===== src/rtl/reg_bank_shift.sv =====
// reg_bank_shift: CH-channel, N-bit register bank with masked parallel load,
// serial shift (channel 0 in, channel CH-1 out), synchronous clear, per-channel
// valid tracking and a registered shift-out word.
module reg_bank_shift #(
    parameter  int N  = 5,
    parameter  int CH = 4,
    localparam int CW = $clog2(CH + 1)
) (
    input  logic            clk,
    input  logic            rst,
    input  logic            en,
    input  logic [1:0]      mode,
    input  logic [CH-1:0]   ld_mask,
    input  logic [CH*N-1:0] in_bus,
    input  logic [N-1:0]    ser_in,
    output logic [CH*N-1:0] out_bus,
    output logic [CH-1:0]   valid,
    output logic [CW-1:0]   fill_cnt,
    output logic            full,
    output logic [N-1:0]    sh_out,
    output logic            sh_out_vld
);

    typedef enum logic [1:0] {
        MODE_HOLD  = 2'b00,
        MODE_LOAD  = 2'b01,
        MODE_SHIFT = 2'b10,
        MODE_CLEAR = 2'b11
    } mode_e;

    logic [CH-1:0][N-1:0] r_ch;
    logic [CH-1:0]        r_valid;
    logic [N-1:0]         r_sh_out;
    logic                 r_sh_vld;
    mode_e                w_mode;
    logic [CW-1:0]        w_cnt;

    assign w_mode = mode_e'(mode);

    // Channel, valid and shift-out registers; en gates every update.
    always_ff @(posedge clk or negedge rst) begin
        if (!rst) begin
            r_ch     <= '0;
            r_valid  <= '0;
            r_sh_out <= '0;
            r_sh_vld <= 1'b0;
        end else if (en) begin
            case (w_mode)
                MODE_HOLD: begin
                    r_sh_vld <= 1'b0;
                end
                MODE_LOAD: begin
                    for (int unsigned k = 0; k < CH; k++) begin
                        if (ld_mask[k]) begin
                            r_ch[k]    <= in_bus[k*N +: N];
                            r_valid[k] <= 1'b1;
                        end
                    end
                    r_sh_vld <= 1'b0;
                end
                MODE_SHIFT: begin
                    r_sh_out <= r_ch[CH-1];
                    r_sh_vld <= r_valid[CH-1];
                    r_ch     <= {r_ch[CH-2:0], ser_in};
                    r_valid  <= {r_valid[CH-2:0], 1'b1};
                end
                MODE_CLEAR: begin
                    r_ch     <= '0;
                    r_valid  <= '0;
                    r_sh_out <= '0;
                    r_sh_vld <= 1'b0;
                end
                default: begin
                    r_sh_vld <= r_sh_vld;
                end
            endcase
        end
    end

    // Fill count is a popcount of the valid register, so it cannot drift.
    always_comb begin
        w_cnt = '0;
        for (int unsigned k = 0; k < CH; k++) begin
            w_cnt = w_cnt + CW'(r_valid[k]);
        end
    end

    assign out_bus    = r_ch;
    assign valid      = r_valid;
    assign fill_cnt   = w_cnt;
    assign full       = (w_cnt == CW'(CH));
    assign sh_out     = r_sh_out;
    assign sh_out_vld = r_sh_vld;

endmodule


===== config.mk =====
export PLATFORM = sky130hd
export DESIGN_NAME = reg_bank_shift
export DESIGN_NICKNAME = d
export VERILOG_FILES = /design/src/rtl/reg_bank_shift.sv
export SDC_FILE = /design/constraint.sdc
export NUM_CORES = 1
export LEC_CHECK = 0
export CAP_MARGIN = 20
export CORE_MARGIN = 5
export CORE_UTILIZATION = 40
export CTS_CLUSTER_SIZE = 14
export DETAILED_ROUTE_END_ITERATION = 8
export GPL_ROUTABILITY_DRIVEN = 1
export HOLD_SLACK_MARGIN = 0.15
export PLACE_DENSITY = 0.86
export REMOVE_ABC_BUFFERS = 1
export SLEW_MARGIN = 20
export SYNTH_ARGS = -nofsm -noshare
export SYNTH_HDL_FRONTEND = slang
export SYNTH_SLANG_ARGS = --single-unit
export TNS_END_PERCENT = 100

===== constraint.sdc =====
create_clock -name clk -period 2.3 [get_ports clk]
set_clock_uncertainty 0.2 [all_clocks]
set_input_delay 0.23 -clock clk [delete_from_list [all_inputs] [get_ports clk]]
set_output_delay 0.23 -clock clk [all_outputs]
set_load 0.02 [all_outputs]

---- Yosys cells after proc, flatten, opt, wreduce, memory -nomap -nowiden ----
Cells that the tools add are included.
storage, ports and cells
  flip-flop bits (word level) ............. 30
  bits of input ports ..................... 34
  output and inout port bits .............. 34
  logic and storage cells ................. 42
operators by class
  add/sub/neg operators ................... 3
  eq/ne operators ......................... 8
  mux-type cells .......................... 12
  reduce and logical (&&, ||, !) cells .... 9
operators with widths
  cell                  count
  $pmux W20 S3          1
  $mux W5               4
  $pmux W4 S3           1
  $reduce_and A3 Y1     4
  $pmux W5 S2           1
  $ne A2 B2 Y1 const B  4
  $eq A2 B2 Y1 const B  2
  $mux W1               4
  $add A2 B1 Y3         1
  $add A3 B1 Y3         1
  $eq A3 B3 Y1 const B  1
  $reduce_bool A3 Y1    1
  $reduce_or A3 Y1      1
  $add A1 B1 Y2         1
  $eq A2 B1 Y1 const B  1
  $logic_not A2 Y1      1
  $pmux W1 S2           1
  $reduce_and A2 Y1     1
  $reduce_bool A2 Y1    1

---- Depth between registers and ports, before layout ----
  word-level depth ........................ 4
  depth in mapped cells ................... 6
  depth with buffers taken out ............ 6

---- Worst setup path after synthesis ----
No wires, ideal clock.
  kind .................................... reg-to-output
  start ................................... register r_valid[0] (netlist: valid[0])
  end ..................................... output port full
  arrival ................................. 2218 ps
  data required time ...................... 1870 ps
  path slack .............................. -348 ps
  stages on the path, launching flop included .. 7
  path buffers ............................ 0
  path through ............................ dfrtp_1 -> inv_1 -> fa_1 -> inv_1 -> ha_1 -> ha_1 -> nor3b_1
on the way
  cells in the longest elaborated chain, start to end .. 4
RTL lines
  element                 RTL line  source
  from (decl)             32        logic [CH-1:0] r_valid;
  from (signal assigned)  65        r_valid <= {r_valid[CH-2:0], 1'b1};
  $add A1 B1 Y2           84        w_cnt = w_cnt + CW'(r_valid[k]);
  $add A2 B1 Y3           84
  $add A3 B1 Y3           84
  via fill_cnt[1]         18        output logic [CW-1:0] fill_cnt,
  $eq A3 B3 Y1            91        assign full = (w_cnt == CW'(CH));
  to (decl)               19        output logic full,
The timed path passes the listed nets, and every way through them passes these cells.

---- Worst setup path in the final report ----
  start ................................... register r_valid[3] (netlist: valid[3])
  end ..................................... output port full
on the way
  cells in the longest elaborated chain, start to end .. 2
RTL lines
  element        RTL line
  $add A3 B1 Y3  84
  $eq A3 B3 Y1   91
No other way between the ends.

==> flow_summary_export.csv <==
group,metric,value,unit
status,outcome,"finished with violations",
status,violations,"setup timing",
detailed_routing,vias,1283,
floorplan,rows,22,
synthesis,ys_seq_area_share,50.5,%
clocking,numCtsBuffers,5,
setup_path,endpoint_kind,"primary output",
floorplan,boundaryPins,68,
cells_and_area,syn_to_final_growth,58.7,%
power,power.switching,0.000582,W
sta,fin_crit,2.43,ns
sta,max_freq,412,MHz
placed_design,place.gp.congestion,0.771,
setup_path,critical_path_arrival,2.00,ns
sta,rsz0062_at_grt,"yes",
setup_path,path_max_fanout,2,
floorplan,die_w,70.9,µm
cells_and_area,drive_gt1_share,26.5,%
synthesis,syn_inst,124,
sta,period_share,106,%
cells_and_area,final_area,2360,µm²
clocking,tritoncts,"built",
sta,final_max_slew_viol_count,0,
placed_design,portBuffers,67,
synthesis,ys.warnings.count,0,
synthesis,syn_area,1490,µm²
cells_and_area,final_nets,241,
setup_path,path_class,"reg -> out",
setup_path,cp.required,1.87,ns
detailed_routing,drtAntennaViolNets,0,
grt,antenna_found_initial,0,
grt,grt_pass1_vias,1408,
run,drv_cap,0,
power,peakVddDrop,359,µV
clocking,clock_sinks,30,
power,combPwrFrac,40.2,%
detailed_routing,drt_iter0_markers,72,
grt,grt_pass1_wl,6.77,mm
detailed_routing,via_per_inst,5.09,
clocking,clkTransAtPathRegs,0.06,ns
worst_hold_path,hp-class,"in -> async",
sta,finalSetupViolCount,2,
detailed_routing,wl_per_cell,16.3,µm
sta,hold_viol_final,0,
power,clkPwrFrac,21.9,%
detailed_routing,drc,0,
sta,finalSetupTns,-0.199,ns
cells_and_area,insertedDiodeCount,0,
power,power.total,0.00178,W
synthesis,ys_ff_latch,30,
power,power_leakage,1.05,nW
placed_design,hpwlAfterDp,3.14,mm
clocking,htree_levels,2,
clocking,holdBufCountCts,0,
placed_design,dpl_cell_area,2240,µm²
floorplan,die_area,5030,µm²
grt,gr-total-overflow,0,
floorplan,coreArea,3630,µm²
detailed_routing,finalWirelength,4.10,mm
power,sequentialPowerShare,37.9,%
power,power_density,754,nW/µm²
setup_path,start_kind,"flop",
clocking,clock-root-buffer,"clkbuf_8",
cells_and_area,post-route-util,64.9,%
clocking,clk_latency,0.28,ns
floorplan,die_h,70.9,µm
grt,grt_max_degree,31,
sta,tightest_slew,0.630,ns
grt,grt_usage,17.1,%
detailed_routing,drtPass1Iterations,4,
floorplan,start_util,40.9,%
synthesis,syn-mean-instance-area,12.0,µm²
power,p_int,0.00120,W
synthesis,synth_cell_types,23,
clocking,cts_buffer_depth,2,
sta,max_slew_margin,58.0,%
sta,setup_ws,-0.130,ns
power,p_sw_share,32.8,%
[power by group through the flow]
stage | combinational (W) | sequential, W | clock (W)
floorplan | 0.000217 | 0.000774 | 0
global placement | 0.000654 | 0.000676 | 0
detailed placement | 0.000684 | 0.000684 | 0
CTS | 0.000690 | 0.000675 | 0.000403
global route | 0.000768 | 0.000688 | 0.000421
finish | 0.000714 | 0.000674 | 0.000389
[layer usage]
layer / vias up / global-route usage, % / wire (µm)
met1: 615 / 19.6 / 1630
li1: 603 / - / -
met2: 57 / 28.8 / 2040
met3: 8 / 6.96 / 351
met5: - / 0 / 0
met4: 0 / 6.26 / 74
[sequential cells by signal, summed over array words and instances (netlist names)]
name / count
out_bus: 20
sh_out: 5
sh_out_vld: 1
valid: 4
[final cells by class]
| cell class | instances | area (µm²) |
|---|---|---|
| clock buffer | 5 | 68.8 |
| clock inverter | 2 | 10.0 |
| fill | 310 | 1280 |
| inverter | 7 | 26.3 |
| multi-input combinational | 80 | 684 |
| sequential | 30 | 751 |
| tap | 48 | 60.1 |
| timing repair buffer | 80 | 757 |
[metrics by stage]
step | hold slack, ns | setup slack (ns) | std cells
3_5_place_dp | 0.283 | -0.500 | 241
6_report | 0.143 | -0.130 | 252
4_1_cts | 0.151 | -0.140 | 250
5_1_grt | 0.185 | -0.205 | 252
2_1_floorplan | -0.266 | -0.348 | 117
3_3_place_gp | 0.263 | -0.341 | 241
[cells by family (layout without fill, tap and decap cells)]
family	Yosys count	count (layout)	share of synthesized area, %
DFF	30	30	50.5
muxes	21	21	15.9
and+or+nand+nor	21	21	7.67
adders and majority gates	3	3	3.03
AOI/OAI and AO/OA	35	35	18.1
buffers and inverters	14	94	4.72
[path summary, 6_finish.rpt]
path	cells past startpoint	from	end	slack (ns)
min in group clk	2	sh_out[3]	sh_out[3]	0.30
setup reg to reg	4	valid[1]	valid[2]	1.03
max in group asynchronous	2	rst	valid[1]	1.47
setup / recovery	7	valid[3]	full	-0.13
hold reg to reg	2	sh_out[3]	sh_out[3]	0.30
hold / removal	2	rst	sh_out_vld	0.14
[synth_stat cells]
master	n	area, µm²
a32oi_1	1	8.76
inv_1	7	26.3
dfrtp_1	30	751
o211ai_1	1	7.51
a22o_1	19	166
o2bb2ai_1	1	8.76
clkbuf_1	3	11.3
and3_1	1	6.26
ha_1	2	25.0
nand3_1	1	5.00
nand2_1	7	26.3
o21ai_0	7	35.0
a21oi_1	1	5.00
nand2b_1	6	37.5
buf_6	2	22.5
mux2_2	21	236
a21boi_0	1	7.51
buf_2	2	10.0
fa_1	1	20.0
a21o_1	4	30.0
nor3b_1	1	7.51
nand2_2	4	25.0
nor2b_1	1	6.26
[worst max-delay path, stage by stage (launching register included)]
cell and delay (ns):
dfrtp_1 0.35, inv_2 0.06, fa_1 0.55, inv_1 0.05, ha_2 0.17, ha_4 0.21, nor3b_2 0.16, buf_4 0.17
[layout by cell type, fill, tap and decap left out, types with 2 or more instances in the layout]
cell type        Yosys  routed
a21o_1               4       4
a22o_1              19      19
buf_2                2       2
buf_4                0      14
clkbuf_8             0       5
clkdlybuf4s50_1      0      63
clkinv_2             0       2
dfrtp_1             30      30
inv_1                7       5
inv_2                0       2
mux2_2              21      21
nand2_1              7       7
nand2_2              4       4
nand2b_1             6       6
o21ai_0              7       7
[repair_timing]
item | 4_1_cts | 5_1_grt
pin swaps | 2 | 0
endpoints found under the setup margin | 4 | 2
resized for setup | 23 | 2
buffers inserted | 2 | 2
No activity file was read; power rests on OpenSTA's default activity.
